`config.mk`:
```
export PLATFORM = sky130hd
export DESIGN_NAME = vision_frame_scheduler
export DESIGN_NICKNAME = d
export VERILOG_FILES = /design/src/rtl/vision_frame_scheduler.sv
export SDC_FILE = /design/constraint.sdc
export NUM_CORES = 1
export LEC_CHECK = 0
export CAP_MARGIN = 10
export CORE_MARGIN = 2
export CORE_UTILIZATION = 45
export CTS_CLUSTER_SIZE = 25
export DETAILED_ROUTE_END_ITERATION = 16
export PLACE_DENSITY = 0.82
export SLEW_MARGIN = 20
export SYNTH_ARGS = -nofsm -noshare
export SYNTH_HDL_FRONTEND = slang
export SYNTH_SLANG_ARGS = --single-unit
```
`constraint.sdc`:
```
create_clock -name clk -period 2.85 [get_ports clk]
set_clock_uncertainty 0.1 [all_clocks]
set_input_delay 0.285 -clock clk [delete_from_list [all_inputs] [get_ports clk]]
set_output_delay 0.285 -clock clk [all_outputs]
set_load 0.01 [all_outputs]
```
`src/rtl/vision_frame_scheduler.sv`:
```
// -----------------------------------------------------------------------------
// vision_frame_scheduler
//
// Shares one vision AI core between NUM_SRC pixel sources. A round-robin
// arbiter picks the next requesting source, the scheduler then walks the core
// through start -> pixel stream -> frame end, waits for the core result and
// reports it tagged with the owning source ID. A watchdog bounds the STREAM
// and WAIT phases so a stalled source or core cannot hang the pipeline.
//
// Optional feature macro: THREAT_IRQ_EN
//   Adds parameter IRQ_CONF_MIN, input irq_clear, outputs threat_irq and
//   threat_src. The default build (macro undefined) has none of these.
//
// Ports:
//   clk, rst_n            clock, asynchronous active-low reset
//   src_req               per-source level frame request
//   src_pixel_data        per-source pixel byte, source i at [8i+7:8i]
//   src_pixel_valid       per-source pixel strobe
//   src_frame_end         per-source end-of-frame pulse
//   src_grant             one-hot stream grant
//   core_start            core start_processing pulse
//   core_frame_start      core frame_start pulse
//   core_pixel_data/valid pixels forwarded to the core (1-cycle latency)
//   core_frame_end        core frame_end pulse, aligned with last pixel
//   core_busy             core ai_busy, blocks arbitration
//   core_done             core processing_done pulse
//   core_detection        core detection_result
//   core_confidence       core confidence_score
//   res_valid             one-cycle result strobe
//   res_src_id            source owning the result / timed-out frame
//   res_detection         captured detection (held until next report)
//   res_confidence        captured confidence (held until next report)
//   err_timeout           one-cycle watchdog pulse
//   frames_done           completed frame counter (wraps)
//   sched_busy            high whenever the scheduler is not idle
// -----------------------------------------------------------------------------
module vision_frame_scheduler #(
  parameter int NUM_SRC        = 4,
  parameter int SRC_W          = 2,
  parameter int TIMEOUT_CYCLES = 65535
`ifdef THREAT_IRQ_EN
  ,
  parameter int IRQ_CONF_MIN   = 80
`endif
) (
  input  logic                 clk,
  input  logic                 rst_n,
  input  logic [NUM_SRC-1:0]   src_req,
  input  logic [8*NUM_SRC-1:0] src_pixel_data,
  input  logic [NUM_SRC-1:0]   src_pixel_valid,
  input  logic [NUM_SRC-1:0]   src_frame_end,
  output logic [NUM_SRC-1:0]   src_grant,
  output logic                 core_start,
  output logic                 core_frame_start,
  output logic [7:0]           core_pixel_data,
  output logic                 core_pixel_valid,
  output logic                 core_frame_end,
  input  logic                 core_busy,
  input  logic                 core_done,
  input  logic [31:0]          core_detection,
  input  logic [7:0]           core_confidence,
  output logic                 res_valid,
  output logic [SRC_W-1:0]     res_src_id,
  output logic [31:0]          res_detection,
  output logic [7:0]           res_confidence,
  output logic                 err_timeout,
  output logic [15:0]          frames_done,
`ifdef THREAT_IRQ_EN
  input  logic                 irq_clear,
  output logic                 threat_irq,
  output logic [SRC_W-1:0]     threat_src,
`endif
  output logic                 sched_busy
);

  typedef enum logic [2:0] {
    S_IDLE   = 3'd0,
    S_START  = 3'd1,
    S_STREAM = 3'd2,
    S_WAIT   = 3'd3,
    S_REPORT = 3'd4,
    S_DRAIN  = 3'd5
  } state_t;

  // Last watchdog count before expiry: the counter starts at 0 on phase entry,
  // so expiry happens in the TIMEOUT_CYCLES-th cycle of the phase.
  localparam logic [15:0] WD_LAST = 16'(TIMEOUT_CYCLES - 1);

  state_t               state_q;
  logic [SRC_W-1:0]     win_q;
  logic [SRC_W-1:0]     rr_ptr_q;
  logic [15:0]          wd_q;
  logic [NUM_SRC-1:0]   grant_q;
  logic                 core_start_q;
  logic                 core_frame_start_q;
  logic [7:0]           core_pixel_data_q;
  logic                 core_pixel_valid_q;
  logic                 core_frame_end_q;
  logic                 res_valid_q;
  logic [SRC_W-1:0]     res_src_id_q;
  logic [31:0]          res_det_q;
  logic [7:0]           res_conf_q;
  logic                 err_timeout_q;
  logic [15:0]          frames_done_q;
  logic                 sched_busy_q;

  logic                 arb_hit_s;
  logic [SRC_W-1:0]     arb_win_s;
  logic [SRC_W-1:0]     arb_idx_s;
  logic [7:0]           win_pix_s;
  logic                 win_pval_s;
  logic                 win_fend_s;
  logic [NUM_SRC-1:0]   win_onehot_s;
  logic                 wd_expired_s;

  // Round-robin search: scanning from farthest to nearest offset leaves the
  // nearest requester after the pointer as the final (winning) assignment.
  always_comb begin
    arb_hit_s = 1'b0;
    arb_win_s = '0;
    arb_idx_s = '0;
    for (int i = NUM_SRC; i >= 1; i--) begin
      arb_idx_s = SRC_W'((int'(rr_ptr_q) + i) % NUM_SRC);
      arb_hit_s = arb_hit_s | src_req[arb_idx_s];
      arb_win_s = src_req[arb_idx_s] ? arb_idx_s : arb_win_s;
    end
  end

  // Select the granted source's pixel lane, strobe and frame end.
  always_comb begin
    win_pix_s    = 8'd0;
    win_pval_s   = 1'b0;
    win_fend_s   = 1'b0;
    win_onehot_s = '0;
    for (int i = 0; i < NUM_SRC; i++) begin
      win_onehot_s[i] = (win_q == SRC_W'(i));
      win_pix_s       = (win_q == SRC_W'(i)) ? src_pixel_data[8*i +: 8] : win_pix_s;
      win_pval_s      = (win_q == SRC_W'(i)) ? src_pixel_valid[i]       : win_pval_s;
      win_fend_s      = (win_q == SRC_W'(i)) ? src_frame_end[i]         : win_fend_s;
    end
  end

  assign wd_expired_s = (wd_q == WD_LAST);

  // Scheduler FSM with all outputs registered alongside the state.
  always_ff @(posedge clk or negedge rst_n) begin
    if (!rst_n) begin
      state_q            <= S_IDLE;
      win_q              <= '0;
      rr_ptr_q           <= SRC_W'(NUM_SRC - 1);
      wd_q               <= 16'd0;
      grant_q            <= '0;
      core_start_q       <= 1'b0;
      core_frame_start_q <= 1'b0;
      core_pixel_data_q  <= 8'd0;
      core_pixel_valid_q <= 1'b0;
      core_frame_end_q   <= 1'b0;
      res_valid_q        <= 1'b0;
      res_src_id_q       <= '0;
      res_det_q          <= 32'd0;
      res_conf_q         <= 8'd0;
      err_timeout_q      <= 1'b0;
      frames_done_q      <= 16'd0;
      sched_busy_q       <= 1'b0;
    end else begin
      core_start_q       <= 1'b0;
      core_frame_start_q <= 1'b0;
      core_pixel_valid_q <= 1'b0;
      core_frame_end_q   <= 1'b0;
      res_valid_q        <= 1'b0;
      err_timeout_q      <= 1'b0;
      case (state_q)
        S_IDLE: begin
          if (arb_hit_s && !core_busy) begin
            win_q              <= arb_win_s;
            rr_ptr_q           <= arb_win_s;
            core_start_q       <= 1'b1;
            core_frame_start_q <= 1'b1;
            sched_busy_q       <= 1'b1;
            state_q            <= S_START;
          end else begin
            sched_busy_q <= 1'b0;
          end
        end
        S_START: begin
          grant_q <= win_onehot_s;
          wd_q    <= 16'd0;
          state_q <= S_STREAM;
        end
        S_STREAM: begin
          core_pixel_data_q  <= win_pix_s;
          core_pixel_valid_q <= win_pval_s;
          // A frame end wins over a same-cycle watchdog expiry.
          if (win_fend_s) begin
            core_frame_end_q <= 1'b1;
            grant_q          <= '0;
            wd_q             <= 16'd0;
            state_q          <= S_WAIT;
          end else if (wd_expired_s) begin
            core_frame_end_q <= 1'b1;
            grant_q          <= '0;
            err_timeout_q    <= 1'b1;
            res_src_id_q     <= win_q;
            state_q          <= S_DRAIN;
          end else begin
            wd_q <= wd_q + 16'd1;
          end
        end
        S_WAIT: begin
          // A result arriving in the expiry cycle is still reported.
          if (core_done) begin
            res_det_q     <= core_detection;
            res_conf_q    <= core_confidence;
            res_src_id_q  <= win_q;
            res_valid_q   <= 1'b1;
            frames_done_q <= frames_done_q + 16'd1;
            state_q       <= S_REPORT;
          end else if (wd_expired_s) begin
            err_timeout_q <= 1'b1;
            res_src_id_q  <= win_q;
            sched_busy_q  <= 1'b0;
            state_q       <= S_IDLE;
          end else begin
            wd_q <= wd_q + 16'd1;
          end
        end
        S_REPORT: begin
          sched_busy_q <= 1'b0;
          state_q      <= S_IDLE;
        end
        S_DRAIN: begin
          // The core still owes a result for the aborted frame; swallow it.
          if (core_done) begin
            sched_busy_q <= 1'b0;
            state_q      <= S_IDLE;
          end else begin
            sched_busy_q <= 1'b1;
          end
        end
        default: begin
          grant_q      <= '0;
          sched_busy_q <= 1'b0;
          state_q      <= S_IDLE;
        end
      endcase
    end
  end

  assign src_grant        = grant_q;
  assign core_start       = core_start_q;
  assign core_frame_start = core_frame_start_q;
  assign core_pixel_data  = core_pixel_data_q;
  assign core_pixel_valid = core_pixel_valid_q;
  assign core_frame_end   = core_frame_end_q;
  assign res_valid        = res_valid_q;
  assign res_src_id       = res_src_id_q;
  assign res_detection    = res_det_q;
  assign res_confidence   = res_conf_q;
  assign err_timeout      = err_timeout_q;
  assign frames_done      = frames_done_q;
  assign sched_busy       = sched_busy_q;

`ifdef THREAT_IRQ_EN
  logic             irq_q;
  logic [SRC_W-1:0] irq_src_q;
  logic             irq_set_s;

  // Evaluated while REPORT presents the freshly captured result.
  assign irq_set_s = (state_q == S_REPORT) && (res_det_q != 32'd0) &&
                     (res_conf_q >= 8'(IRQ_CONF_MIN));

  // Sticky threat interrupt; a same-cycle set takes priority over clear.
  always_ff @(posedge clk or negedge rst_n) begin
    if (!rst_n) begin
      irq_q     <= 1'b0;
      irq_src_q <= '0;
    end else if (irq_set_s) begin
      irq_q     <= 1'b1;
      irq_src_q <= res_src_id_q;
    end else if (irq_clear) begin
      irq_q <= 1'b0;
    end
  end

  assign threat_irq = irq_q;
  assign threat_src = irq_src_q;
`endif

endmodule
```
# Word level (Yosys, flattened, before mapping)
# Cells that the tools add are included.
# totals
output_inout_bits,77
wordCells,119
input_bits,88
register_bits,99
# classes
order_cmp,4
mux,57
eq_ne,16
n_reduce_logical,15
add_sub_neg,6
bitwise_logic,5
# ops
operator,count
2-to-1 mux 16 bit,3
one-hot mux 16 bit (3 select lines),1
"adder 16 x 1 -> 16 bit, second input constant",2
2-to-1 mux 8 bit,4
2-to-1 mux 1 bit,25
2-to-1 mux 3 bit,6
"== test 16 bit, second input constant",1
one-hot mux 3 bit (5 select lines),1
2-to-1 mux 2 bit,7
"less-than comparator 2 x 3 -> 1 bit, second input constant",4
one-hot mux 4 bit (3 select lines),1
"inequality test 2 bit, second input constant",5
AND reduction 2 bit,5
binary-select mux 1 bit (select 2 bit),4
2-to-1 mux 4 bit,2
"== test 3 x 2 -> 1 bit, second input constant",2
"== test 3 bit, second input constant",2
"inequality test 3 bit, second input constant",2
"adder 2 x 1 -> 2 bit, second input constant",2
"adder 2 bit, second input constant",2
"== test 2 bit, second input constant",2
one-hot mux 1 bit (4 select lines),1
one-hot mux 2 bit (2 select lines),1
AND reduction 4 bit,1
other kinds (14),17

# Logic depth before layout (Yosys ltp)
# depth
depth_word,9
depth_mapped,8
depth_no_buf,7

# Worst setup path before layout
# Ideal clock, no wire load.
# synth_timing
path_kind,register to register
startpoint,register wd_q[0]
endpoint,"register sched_busy_q, in the netlist sched_busy"
t_arrival_ns,1.765
path_slack_ns,0.846
path_stages_with_launch,8
setup_ns,0.140
period_less_slack_ns,2.004
required_time_ns,2.610
path_buffers,0
cell_sequence,dfrtp_1 > inv_1 > ha_1 > nand4_4 > or2_2 > nor4_4 > and3_1 > o32ai_1
# synth_via
elab_chain_cells,3
# synth_rtl
element,line_no,rtl
from (decl),92,logic [15:0] wd_q;
from (signal assigned),206,wd_q <= wd_q + 16'd1;
from (signal assigned),224,wd_q <= wd_q + 16'd1;
== test 16 bit,143,assign wd_expired_s = (wd_q == WD_LAST);
inequality test 2 bit (no line),n/a,
AND reduction 3 bit (no line),n/a,
to (signal assigned),164,sched_busy_q <= 1'b0;
to (signal assigned),179,sched_busy_q <= 1'b1;
to (signal assigned),182,sched_busy_q <= 1'b0;
to (decl),105,logic sched_busy_q;
# Every way passes these cells.
# A chain may end at the register's enable or synchronous reset.

# Final worst setup path
# Ends and elaborated chain as after synthesis.

==> run_results.csv <==
group,metric,value,unit
layout,nNetsFinal,714,
clock_network,numCtsBuffers,9,
setup_path,startpoint_type,"register",
route,drtAntennaViolNets,0,
placement,dp_hpwl,8.943,mm
clock_network,cts-root-buf,"clkbuf_8",
setup_path,worstSetupStartpoint,"wd_q[0]",
grt,grt_overflow,0,
route,drc_errors,0,
layout,num_antenna_cells,0,
clock_network,clkTransAtPathRegs,100,ps
power,powerDensity,863.0,mW/mm^2
sta,worst_pin_slew,622.2,ps
sta,fin_ws,575.2,ps
logic_synthesis,ys_types,55,
floorplanning,fp-row-count,37,
setup_path,cp_max_fo,6,
placement,dp.cells,747,
clock_network,clock_latency,370,ps
route,wirelength,11.95,mm
layout,stdcell_area,0.006626,mm^2
floorplanning,floorplan.io_pins,165,
logic_synthesis,yosysTopAreaCell,"dfrtp_1",
grt,grt_max_degree,45,
grt,grt_antenna_before_repair,0,
sta,grt_setup_unrepaired,"false",
power,peakVddDrop,0.0005782,V
setup_path,crit-reg2reg-launch,"wd_q[0]",
logic_synthesis,synth_area_leaders,"dfrtp_1 (52%), nand2_1 (12%), mux4_2 (4.8%), xnor2_1 (2.6%), mux2_2 (2.4%)",
logic_synthesis,async_flop_share,1.000,
layout,final_util,0.6506,
sta,finalSetupTns,0,ps
sta,fmax,439.6,MHz
route,drt_iter0_drc,249,
sta,finalMaxSlewViolations,0,
sta,hold_viol,0,
logic_synthesis,synthFlopType,"dfrtp_1",
floorplanning,dieWidth,105.7,um
logic_synthesis,synth_edf_count,0,
floorplanning,initial_core_util,0.4569,
placement,place.port_buffers,164,
sta,setup_viol,0,
placement,place_area,0.006422,mm^2
logic_synthesis,synth_fp_nets,553,
layout,fillers,789,
sta,max-slew-margin-rel,0.5818,
layout,seq_area,0.002480,mm^2
layout,drive_gt1_frac,0.09395,
sta,timing.final.crit_share,0.7982,
floorplanning,die-area,0.01117,mm^2
sta,fin_crit,2275,ps
logic_synthesis,yosysWarningCount,0,
job,drv_cap,0,
floorplanning,core_area,0.01018,mm^2
outcome,status,"finished, final reports clean",
grt,grt_pass1_wl,19.62,mm
grt,grt_pass1_vias,4007,
logic_synthesis,yosysMostFrequentCell,"nand2_1",
clock_network,cts_resized,0,
floorplanning,die_h,105.7,um
layout,multi_input_area,0.002034,mm^2
layout,area_delta_synth_final,42.40,%
power,power,5.719,mW
logic_synthesis,synth.top_cell.area_share,0.5216,
logic_synthesis,syn-instance-count,462,
route,viasPerCell,5.266,
route,first_pass_iters,4,
clock_network,cts_tree,"yes",
setup_path,crit_type,"register to register",
worst_hold_path,hp-class,"primary input to async pin",
clock_network,cts_sinks,99,
power,leakagePower,2.943,nW
placement,finalWeightedCongestion,0.8993,
clock_network,cts_setup_buffers,0,
route,detail_route.wl_per_cell,15.64,um
placement,place_ws,579.1,ps
sta,timing.hold.ws,326.5,ps
setup_path,required,2960,ps
grt,grt_use_total,0.2169,
clock_network,htreeDepth,3,
logic_synthesis,ys_top_cells_by_count,"nand2_1 (143), dfrtp_1 (97), nor2_1 (20)",
logic_synthesis,syn_area,0.004653,mm^2
setup_path,crit_path_end_kind,"register",
logic_synthesis,syn_avg_cell_area,10.07,um^2
logic_synthesis,ys_seq_elements,99,
logic_synthesis,ys_seq_area_frac,0.5329,
clock_network,clk_path_buf_depth,2,
layout,final_cells,764,
route,num_vias,4023,
setup_path,crit_arrival,2380,ps
power by group:
group / total [mW] / leakage (nW) / internal, mW / switching [mW]
combinational: 2.59 / 1.57 / 1.36 / 1.23
sequential: 2.24 / 1.28 / 1.87 / 0.371
clock: 0.886 / 0.0969 / 0.360 / 0.525
total: 5.72 / 2.94 / 3.59 / 2.13
path summary, 6_finish.rpt:
check / end / slack [ps] / cells after the start
setup / recovery: sched_busy / 580 / 7
hold / removal: core_pixel_data[7] / 330 / 2
setup reg to reg: sched_busy / 580 / 7
hold reg to reg: res_confidence[5] / 380 / 2
max in group asynchronous: frames_done[13] / 1610 / 3
min in group clk: res_detection[19] / 340 / 3
cell families after synthesis:
group	count (synthesis)	share of synthesized area
xor+xnor	23	0.04329
mux	20	0.07260
simple gates	227	0.2278
compound gates	58	0.08551
fa+ha+maj	3	0.008068
flops	99	0.5329
buf+inv	32	0.02985
cells in the final DEF, fill, tap and decap left out, types with 2 or more instances in the layout:
master           count
clkdlybuf4s50_1    163
nand2_1            143
dfrtp_1             97
nor2_1              20
nand3_1             16
xnor2_1             14
a21oi_1             12
nand4_1             11
inv_1               10
mux4_2              10
nor3_1              10
o21ai_0             10
mux2_2              10
clkbuf_8            10
xor2_1               9
nand2b_1             6
buf_4                6
a31oi_1              5
o2bb2ai_1            4
and3_1               3
o31ai_1              3
o211ai_1             3
nor4_1               3
ha_1                 3
or4_1                2
a21o_1               2
nor4_4               2
a41oi_1              2
o21a_1               2
o21ai_1              2
or2_2                2
a21boi_0             2
o221ai_1             2
inv_8                2
clkinv_4             2
dfstp_2              2
registers in the layout, summed over array words and instances (netlist names):
name              flops
res_detection        32
frames_done          16
res_confidence        8
sched_busy            1
res_valid             1
win_q                 2
core_frame_end        1
src_grant             4
rr_ptr_q              2
err_timeout           1
core_pixel_data       8
res_src_id            2
core_frame_start      1
wd_q                 16
state_q               3
core_pixel_valid      1
cell type report:
type                       instances  share of cell area
sequential                        99              0.3742
multi-input combinational        331              0.3070
timing repair buffer             171              0.2576
tap                              136             0.02568
clock buffer                      10             0.02077
clock inverter                     6            0.008497
inverter                          11            0.006231
worst max-delay path, stage by stage (launching register included):
cell and delay [ps]:
dfrtp_1 440, inv_1 100, ha_1 200, nand4_4 150, or2_2 380, nor4_4 440
and3_1 230, o32ai_1 90
routing by layer:
layer / track usage / wire length [um] / up-vias
met5: 0 / 0 / -
met4: 0.05733 / 223 / 0
met3: 0.04143 / 662 / 26
met2: 0.3724 / 5903 / 160
met1: 0.2827 / 5158 / 1936
li1: - / - / 1901
timing repair:
action | CTS | global route
hold buffers | 1 | 0
endpoints found under the setup margin | 0 | 0
hold endpoints to repair | 34 | 0
(Power assumes the default switching activity.)
